$ cat src/rtl/adder_serial.sv
// Multi-cycle adder/subtractor: sums CHUNK_WIDTH bits per clock with a rippled
// carry register and presents the result behind a valid/ready handshake.
module adder_serial #(
    parameter int DATA_WIDTH  = 32,
    parameter int CHUNK_WIDTH = 8
) (
    input  logic                  clk,
    input  logic                  rst,
    input  logic                  in_valid,
    output logic                  in_ready,
    input  logic [DATA_WIDTH-1:0] a,
    input  logic [DATA_WIDTH-1:0] b,
    input  logic                  sub,
    input  logic                  carry_in,
    output logic                  out_valid,
    input  logic                  out_ready,
    output logic [DATA_WIDTH-1:0] resultado,
    output logic                  carry_out,
    output logic                  overflow,
    output logic                  zero
);

    localparam int NUM_CHUNKS = (CHUNK_WIDTH > 0) ? DATA_WIDTH / CHUNK_WIDTH : 0;
    localparam int IDX_W      = (NUM_CHUNKS > 1) ? $clog2(NUM_CHUNKS) : 1;
    localparam int MSB        = DATA_WIDTH - 1;
    localparam logic [IDX_W-1:0] LAST_IDX = IDX_W'(NUM_CHUNKS - 1);

    generate
        if (CHUNK_WIDTH < 1 || NUM_CHUNKS < 1 || (DATA_WIDTH % CHUNK_WIDTH) != 0) begin : g_bad_cfg
            $error("adder_serial: DATA_WIDTH must be a positive multiple of CHUNK_WIDTH");
        end
    endgenerate

    // state   | meaning
    // S_IDLE  | waiting for operands, in_ready high
    // S_CALC  | summing one chunk per clock, LSB chunk first
    // S_DONE  | result presented, waiting for out_ready
    typedef enum logic [1:0] {
        S_IDLE = 2'd0,
        S_CALC = 2'd1,
        S_DONE = 2'd2
    } state_t;

    state_t                  state_q, state_d;
    logic [IDX_W-1:0]        idx_q, idx_d;
    logic [DATA_WIDTH-1:0]   a_q, a_d;
    logic [DATA_WIDTH-1:0]   b_q, b_d;
    logic                    carry_q, carry_d;
    logic [DATA_WIDTH-1:0]   res_q, res_d;
    logic                    cout_q, cout_d;
    logic                    ovf_q, ovf_d;
    logic                    zero_q, zero_d;
    logic [CHUNK_WIDTH:0]    chunk_sum;
    int                      base;

    always_ff @(posedge clk or posedge rst) begin
        if (rst) begin
            state_q <= S_IDLE;
            idx_q   <= '0;
            a_q     <= '0;
            b_q     <= '0;
            carry_q <= 1'b0;
            res_q   <= '0;
            cout_q  <= 1'b0;
            ovf_q   <= 1'b0;
            zero_q  <= 1'b0;
        end else begin
            state_q <= state_d;
            idx_q   <= idx_d;
            a_q     <= a_d;
            b_q     <= b_d;
            carry_q <= carry_d;
            res_q   <= res_d;
            cout_q  <= cout_d;
            ovf_q   <= ovf_d;
            zero_q  <= zero_d;
        end
    end

    always_comb begin
        state_d   = state_q;
        idx_d     = idx_q;
        a_d       = a_q;
        b_d       = b_q;
        carry_d   = carry_q;
        res_d     = res_q;
        cout_d    = cout_q;
        ovf_d     = ovf_q;
        zero_d    = zero_q;
        base      = int'(idx_q) * CHUNK_WIDTH;
        chunk_sum = '0;

        case (state_q)
            S_IDLE: begin
                if (in_valid) begin
                    // Subtraction is A + ~B + 1, so the inverted operand is what gets stored.
                    a_d     = a;
                    b_d     = sub ? ~b : b;
                    carry_d = sub ? 1'b1 : carry_in;
                    idx_d   = '0;
                    state_d = S_CALC;
                end
            end
            S_CALC: begin
                chunk_sum = {1'b0, a_q[base +: CHUNK_WIDTH]}
                          + {1'b0, b_q[base +: CHUNK_WIDTH]}
                          + {{CHUNK_WIDTH{1'b0}}, carry_q};
                res_d[base +: CHUNK_WIDTH] = chunk_sum[CHUNK_WIDTH-1:0];
                carry_d = chunk_sum[CHUNK_WIDTH];
                idx_d   = idx_q + 1'b1;
                if (idx_q == LAST_IDX) begin
                    // Flags look at res_d so the final chunk is included.
                    cout_d  = chunk_sum[CHUNK_WIDTH];
                    ovf_d   = (a_q[MSB] == b_q[MSB]) && (res_d[MSB] != a_q[MSB]);
                    zero_d  = (res_d == '0);
                    idx_d   = '0;
                    state_d = S_DONE;
                end
            end
            S_DONE: begin
                if (out_ready) begin
                    state_d = S_IDLE;
                end
            end
            default: begin
                state_d = S_IDLE;
            end
        endcase
    end

    assign in_ready  = (state_q == S_IDLE);
    assign out_valid = (state_q == S_DONE);
    assign resultado = res_q;
    assign carry_out = cout_q;
    assign overflow  = ovf_q;
    assign zero      = zero_q;

endmodule

$ cat config.mk
export PLATFORM = sky130hd
export DESIGN_NAME = adder_serial
export DESIGN_NICKNAME = d
export VERILOG_FILES = /design/src/rtl/adder_serial.sv
export SDC_FILE = /design/constraint.sdc
export NUM_CORES = 1
export LEC_CHECK = 0
export ABC_AREA = 1
export CORE_MARGIN = 2
export CORE_UTILIZATION = 49
export DETAILED_ROUTE_END_ITERATION = 10
export PLACE_DENSITY = 0.74
export SYNTH_ARGS = -nofsm -noshare
export SYNTH_HDL_FRONTEND = slang
export SYNTH_SLANG_ARGS = --single-unit
$ cat constraint.sdc
create_clock -name clk -period 9.6 [get_ports clk]
set_input_delay 1.44 -clock clk [delete_from_list [all_inputs] [get_ports clk]]
set_output_delay 1.44 -clock clk [all_outputs]
set_load 0.1 [all_outputs]
==> results_dict.tcl, run 1 <==
set metrics [dict create \
    dpl_cell_area_um2 6760 \
    coreArea_um2 11300 \
    initial_core_util_pct 49.8 \
    place.port_buffers 106 \
    cts-root-buf "clkbuf_16" \
    setup_tns_ns 0 \
    skew_ns 0.00962 \
    yosysTopAreaCell "dfrtp_1" \
    max_cap_violations 0 \
    cts_hold_buf 0 \
    crit_chain "inv_1 > o21ai_0 > o22ai_1 > fa_1 > fa_1 > nand2_2 > nand2_2 > nand3b_1 > nand2_1 > nand2_1 > nand2_1 > inv_1 > nand3_1 > nor2_1 > nand3_1 > nor2_1 > nand2_1 > nand2_1" \
    nets 903 \
    synth_seq_cells 104 \
    grt_max_degree 99 \
    grt_pass1_vias 4967 \
    cpMostUsedCell "nand2_1" \
    worst_pin_slew_ns 1.07 \
    cp.required_ns 9.89 \
    pin_count 107 \
    cp.arrival_ns 4.04 \
    rr_endpoint "zero$_DFFE_PP0P_" \
    path_clk_slew_ns 0.07 \
    cp_slowest_stage_delay_ns 0.77 \
    dieArea_um2 12400 \
    cts-buffers-inserted 9 \
    hold_end "a_q[22]$_DFFE_PP0P_" \
    hold_viol 0 \
    period_share_pct 39.1 \
    slew_headroom_pct 28.3 \
    netlist_top_cells_area "dfrtp_1, nand2_1, o21ai_0" \
    final_antenna_net_count 0 \
    clock_sinks 104 \
    fmax_ghz 0.266 \
    critPathBufInv 2 \
    layout-drive-gt1-share_pct 5.47 \
    insertion_delay_ns 0.35 \
    cts_resized 0 \
    fin_crit_ns 3.75 \
    hp-start "a_q[22]$_DFFE_PP0P_" \
    cp-start-kind "flip-flop" \
    reg2regPathDepth 18 \
    synth_flop_cell "dfrtp_1" \
    gr-total-overflow 0 \
    r2r-start "idx_q[1]$_DFFE_PP0P_" \
    fp-row-count 39 \
    dp_hpwl_um 9950 \
    syn_nets 818 \
    cts_tree "done" \
    dieWidth_um 111 \
    worstPathMaxFanout 20 \
    viasPerCell 5.27 \
    n_antenna_cell 0 \
    drt_first_iter_violations 339 \
    final_area_um2 7030 \
    yosysSeqAreaShare_pct 46.1 \
    synth_top_cell_area_share_pct 46.1 \
    ys_async_sr_fraction_pct 100 \
    area_growth_pct 24.6 \
    grt_pass1_wl_um 23600 \
    wl_per_cell_um 14.4 \
    synth_edf_count 0 \
    critPathCaptureType "flip-flop" \
    hp-class "flip-flop to flip-flop" \
    synth_cell_types 32 \
    synthCells 733 \
    htreeDepth 3 \
    wl_um 13900 \
    synth-warning-count 0 \
    setup_viol 0 \
    vias 5091 \
    finalMaxSlewViolations 0 \
    die_y_um 111 \
    post-cts-setup-buffer-count 0 \
    critPathKind "flip-flop to flip-flop" \
    worstHoldPathCells 2 \
    place_congestion 0.948 \
    grtUsageTotal_pct 23.2 \
    r2r_setup_slack_ns 5.85 \
    syn_area_per_cell_um2 7.70 \
    dr.pass1.iters 5 \
    status "finished, final reports clean" \
    antenna_found_initial 0 \
    crit_family "simple AND/OR/NAND/NOR gates" \
    cts_buffer_depth 2 \
    syn-cell-area_um2 5640 \
    crit_slowest_cell "dfrtp_1" \
    rsz0062_at_grt "false" \
    drc 0 \
]
==> layout by cell type, fill, tap and decap left out, types with 2 or more instances in the layout <==
master / count
o21ai_1: 4
nand3_1: 22
inv_1: 42
o21a_1: 2
nand3_2: 4
nand4_1: 10
nor2_1: 73
a31oi_1: 10
clkinvlp_4: 3
ha_1: 13
clkbuf_1: 2
nor2_2: 2
inv_2: 5
xnor2_1: 32
fa_1: 2
clkdlybuf4s50_1: 105
dfrtp_1: 104
a21oi_1: 5
o22ai_1: 19
nand2_2: 11
nand2_1: 240
buf_4: 3
o21ai_0: 88
clkbuf_16: 9
==> state kept, by name, summed over array words and instances, names as in the netlist <==
register	cells
resultado	32
zero	1
carry_out	1
b_q	32
overflow	1
a_q	32
carry_q	1
state_q	2
idx_q	2
==> synth_stat cells, types with 2 or more instances <==
master / n
nand4_1: 10
o21ai_0: 88
o21a_1: 2
nor2_1: 73
a31oi_1: 10
nand3_2: 4
o22ai_1: 19
inv_1: 43
buf_2: 7
nand3_1: 22
nor2_2: 2
o21ai_1: 4
nand2_2: 10
ha_1: 13
a21oi_1: 5
xnor2_1: 32
clkbuf_1: 23
nand2_1: 241
inv_2: 5
fa_1: 2
dfrtp_1: 104
buf_1: 4
==> worst max-delay path by stage <==
| stage | start | end | slack, ns | depth (start not counted) |
|---|---|---|---|---|
| after floorplan | rst | a_q[0]$_DFFE_PP0P_ | 5.43 | 1 |
| after global placement | in_valid | carry_q$_DFFE_PP0P_ | 5.63 | 8 |
| after detailed placement | in_valid | carry_q$_DFFE_PP0P_ | 5.57 | 8 |
| after CTS | idx_q[1]$_DFFE_PP0P_ | zero$_DFFE_PP0P_ | 5.92 | 18 |
| after global routing | in_valid | carry_q$_DFFE_PP0P_ | 5.54 | 8 |
| final | idx_q[1]$_DFFE_PP0P_ | zero$_DFFE_PP0P_ | 5.85 | 18 |
==> worst reg2reg max path: cells and delay by family, from the launching register on <==
| family | cells | cell delay [ns] |
|---|---|---|
| and+or+nand+nor | 12 | 1.08 |
| adders and majority gates | 2 | 0.93 |
| buffers and inverters | 2 | 0.60 |
| AOI/OAI and AO/OA | 2 | 0.31 |
| DFF | 1 | 0.77 |
==> cell families (layout without fill, tap and decap cells) <==
| family | count (synthesis) | after routing | share of synthesized area, % |
|---|---|---|---|
| xor+xnor | 32 | 32 | 4.97 |
| compound gates | 134 | 134 | 13.0 |
| fa+ha+maj | 15 | 15 | 3.59 |
| flops | 104 | 104 | 46.1 |
| buf+inv | 83 | 173 | 5.81 |
| simple gates | 365 | 365 | 26.5 |
==> stage by stage <==
step	std cells	hold slack, ns	util [%]	worst slack, ns
detailed placement	950	0.461	59.7	5.57
CTS	966	0.480	62.1	5.92
global placement	950	0.458	59.7	5.63
global route	966	0.500	62.1	5.54
finish	966	0.479	62.1	5.85
floorplan	733	0.444	-	5.43
==> routing by layer <==
| layer | vias up | global-route usage [%] | wire (um) | share of wire [%] |
|---|---|---|---|---|
| met5 | - | 0 | 0 | 0 |
| met4 | 0 | 8.56 | 262 | 1.9 |
| met3 | 23 | 3.06 | 640 | 4.6 |
| met2 | 159 | 38.4 | 6730 | 48 |
| met1 | 2367 | 31.6 | 6260 | 45 |
| li1 | 2542 | - | - | - |
==> layout make-up <==
| type | count | area [um^2] |
|---|---|---|
| clock inverter | 5 | 42.5 |
| multi-input combinational | 546 | 2720 |
| clock buffer | 11 | 233 |
| timing repair buffer | 109 | 1080 |
| fill | 1035 | 4290 |
| inverter | 48 | 183 |
| tap | 143 | 179 |
| sequential | 104 | 2600 |
Power of run 1 is not shown: default switching activity piles up to over one toggle a cycle in this logic, so the estimate is an artifact.
==> inputs of run 2 (changes only) <==
==> constraint.sdc (replaced) <==
create_clock -name clk -period 3.7 [get_ports clk]
set_input_delay 0.555 -clock clk [delete_from_list [all_inputs] [get_ports clk]]
set_output_delay 0.555 -clock clk [all_outputs]
set_load 0.1 [all_outputs]
==> results_dict.tcl, run 2 (synthesis gave the netlist of run 1 again) <==
set metrics [dict create \
    cts_hold_buf 0 \
    grtUsageTotal_pct 24.1 \
    grt_max_degree 98 \
    dr.pass1.iters 5 \
    insertion_delay_ns 0.35 \
    setup_tns_ns 0 \
    critPathBufInv 1 \
    crit_family "simple AND/OR/NAND/NOR gates" \
    critPathCaptureType "flip-flop" \
    fillers 1008 \
    pin_count 107 \
    cts-buffers-inserted 9 \
    setup_ws_ns 0.626 \
    die_y_um 111 \
    worst_pin_slew_ns 0.977 \
    initial_core_util_pct 49.8 \
    drc 0 \
    dieWidth_um 111 \
    place_inst 957 \
    vias 5165 \
    hold_viol 0 \
    cp.required_ns 3.98 \
    cts_buffer_depth 2 \
    multi_input_area_um2 2720 \
    mostFrequentLayoutCells "nand2_1, clkdlybuf4s50_1, dfrtp_1, o21ai_0, nor2_1" \
    fin_hold_ws_ns 0.481 \
    grt_pass1_wl_um 24400 \
    n_antenna_cell 0 \
    max_cap_violations 0 \
    rsz0062_at_grt "false" \
    worstPathMaxFanout 19 \
    area_growth_pct 25.9 \
    critPathKind "flip-flop to flip-flop" \
    period_share_pct 83.1 \
    fin_crit_ns 3.07 \
    gr-total-overflow 0 \
    clock_sinks 104 \
    status "finished, final reports clean" \
    reg2regPathDepth 18 \
    post-place-ws_ns 0.684 \
    layout-drive-gt1-share_pct 6.51 \
    hp-class "flip-flop to flip-flop" \
    slew_headroom_pct 34.7 \
    fp-row-count 39 \
    setup_viol 0 \
    nets 910 \
    crit_slowest_cell "fa_1" \
    final_cells 973 \
    dieArea_um2 12400 \
    cpMostUsedCell "nor2_1" \
    r2r-start "idx_q[0]$_DFFE_PP0P_" \
    place.port_buffers 106 \
    coreArea_um2 11300 \
    viasPerCell 5.31 \
    cp_slowest_stage_delay_ns 0.52 \
    rr_endpoint "zero$_DFFE_PP0P_" \
    cp.arrival_ns 3.36 \
    cts_tree "done" \
    crit_chain "inv_2 > o21ai_0 > o22ai_1 > fa_1 > fa_1 > nand3_2 > nor2_1 > nor2_1 > nand2_1 > nor2_1 > nand2_1 > nor2_1 > nand2_1 > nor2_1 > nand3_1 > nor2_1 > nand2_1 > nand2_1" \
    path_clk_slew_ns 0.07 \
    final_common_cell "nand2_1" \
    htreeDepth 3 \
    finalMaxSlewViolations 0 \
    final_antenna_net_count 0 \
    hp-start "a_q[21]$_DFFE_PP0P_" \
    cts-root-buf "clkbuf_16" \
    cts_resized 0 \
    cp.depth 18 \
    worstHoldPathCells 2 \
    drt_first_iter_violations 296 \
    post-cts-setup-buffer-count 0 \
    cp-start-kind "flip-flop" \
    skew_ns 0.00938 \
    place_congestion 0.956 \
    fmax_ghz 0.325 \
    dp_hpwl_um 10900 \
    grt_pass1_vias 5024 \
    wl_per_cell_um 14.9 \
    antenna_found_initial 0 \
    hold_end "a_q[21]$_DFFE_PP0P_" \
    regArea_um2 2600 \
    r2r_setup_slack_ns 0.63 \
    wl_um 14500 \
]
[run 2: changes by cell type in the layout (fill, tap and decap cells not counted), sizes merged]
| cell | before | now |
|---|---|---|
| inv | 49 | 50 |
| clkinv | 1 | 4 |
| buf | 4 | 11 |
| clkbuf | 11 | 9 |
| clkinvlp | 3 | 1 |
[run 2: how the worst max path moves through the flow]
stage | slack, ns | startpoint | endpoint
2_1_floorplan | 0.41 | rst | a_q[0]$_DFFE_PP0P_
3_3_place_gp | 0.81 | idx_q[0]$_DFFE_PP0P_ | zero$_DFFE_PP0P_
3_5_place_dp | 0.68 | idx_q[0]$_DFFE_PP0P_ | zero$_DFFE_PP0P_
4_1_cts | 0.67 | idx_q[0]$_DFFE_PP0P_ | zero$_DFFE_PP0P_
5_1_grt | 0.35 | idx_q[0]$_DFFE_PP0P_ | zero$_DFFE_PP0P_
6_report | 0.63 | idx_q[0]$_DFFE_PP0P_ | zero$_DFFE_PP0P_
[run 2: final cells by class]
| class | count | share of cell area, % |
|---|---|---|
| clock buffers | 9 | 3.17 |
| multi-input cells | 546 | 38.2 |
| flip-flops and latches | 104 | 36.6 |
| clock inverters | 7 | 0.775 |
| repair buffers | 116 | 16.1 |
| inverters | 48 | 2.57 |
| well taps | 143 | 2.52 |
[run 2: tightest hold or removal path: cells and delay by family (launching register included)]
family,cells,cell delay (ns)
simple gates,2,0.10
flops,1,0.35
[run 2: per-stage QoR]
step	area [um^2]	utilization, %
floorplan	5640	-
global placement	6820	60.3
detailed placement	6820	60.3
CTS	7100	62.7
global route	7100	62.7
finish	7100	62.7
[run 2: per-layer routing]
metal / GRT usage [%] / vias to the layer above / routed length [um]
met5: 0 / - / 0
met4: 8.64 / 0 / 329
met3: 3.44 / 25 / 812
met2: 41.5 / 206 / 7080
met1: 31.4 / 2383 / 6280
li1: - / 2551 / -
Power of run 2 is left out for the same reason.
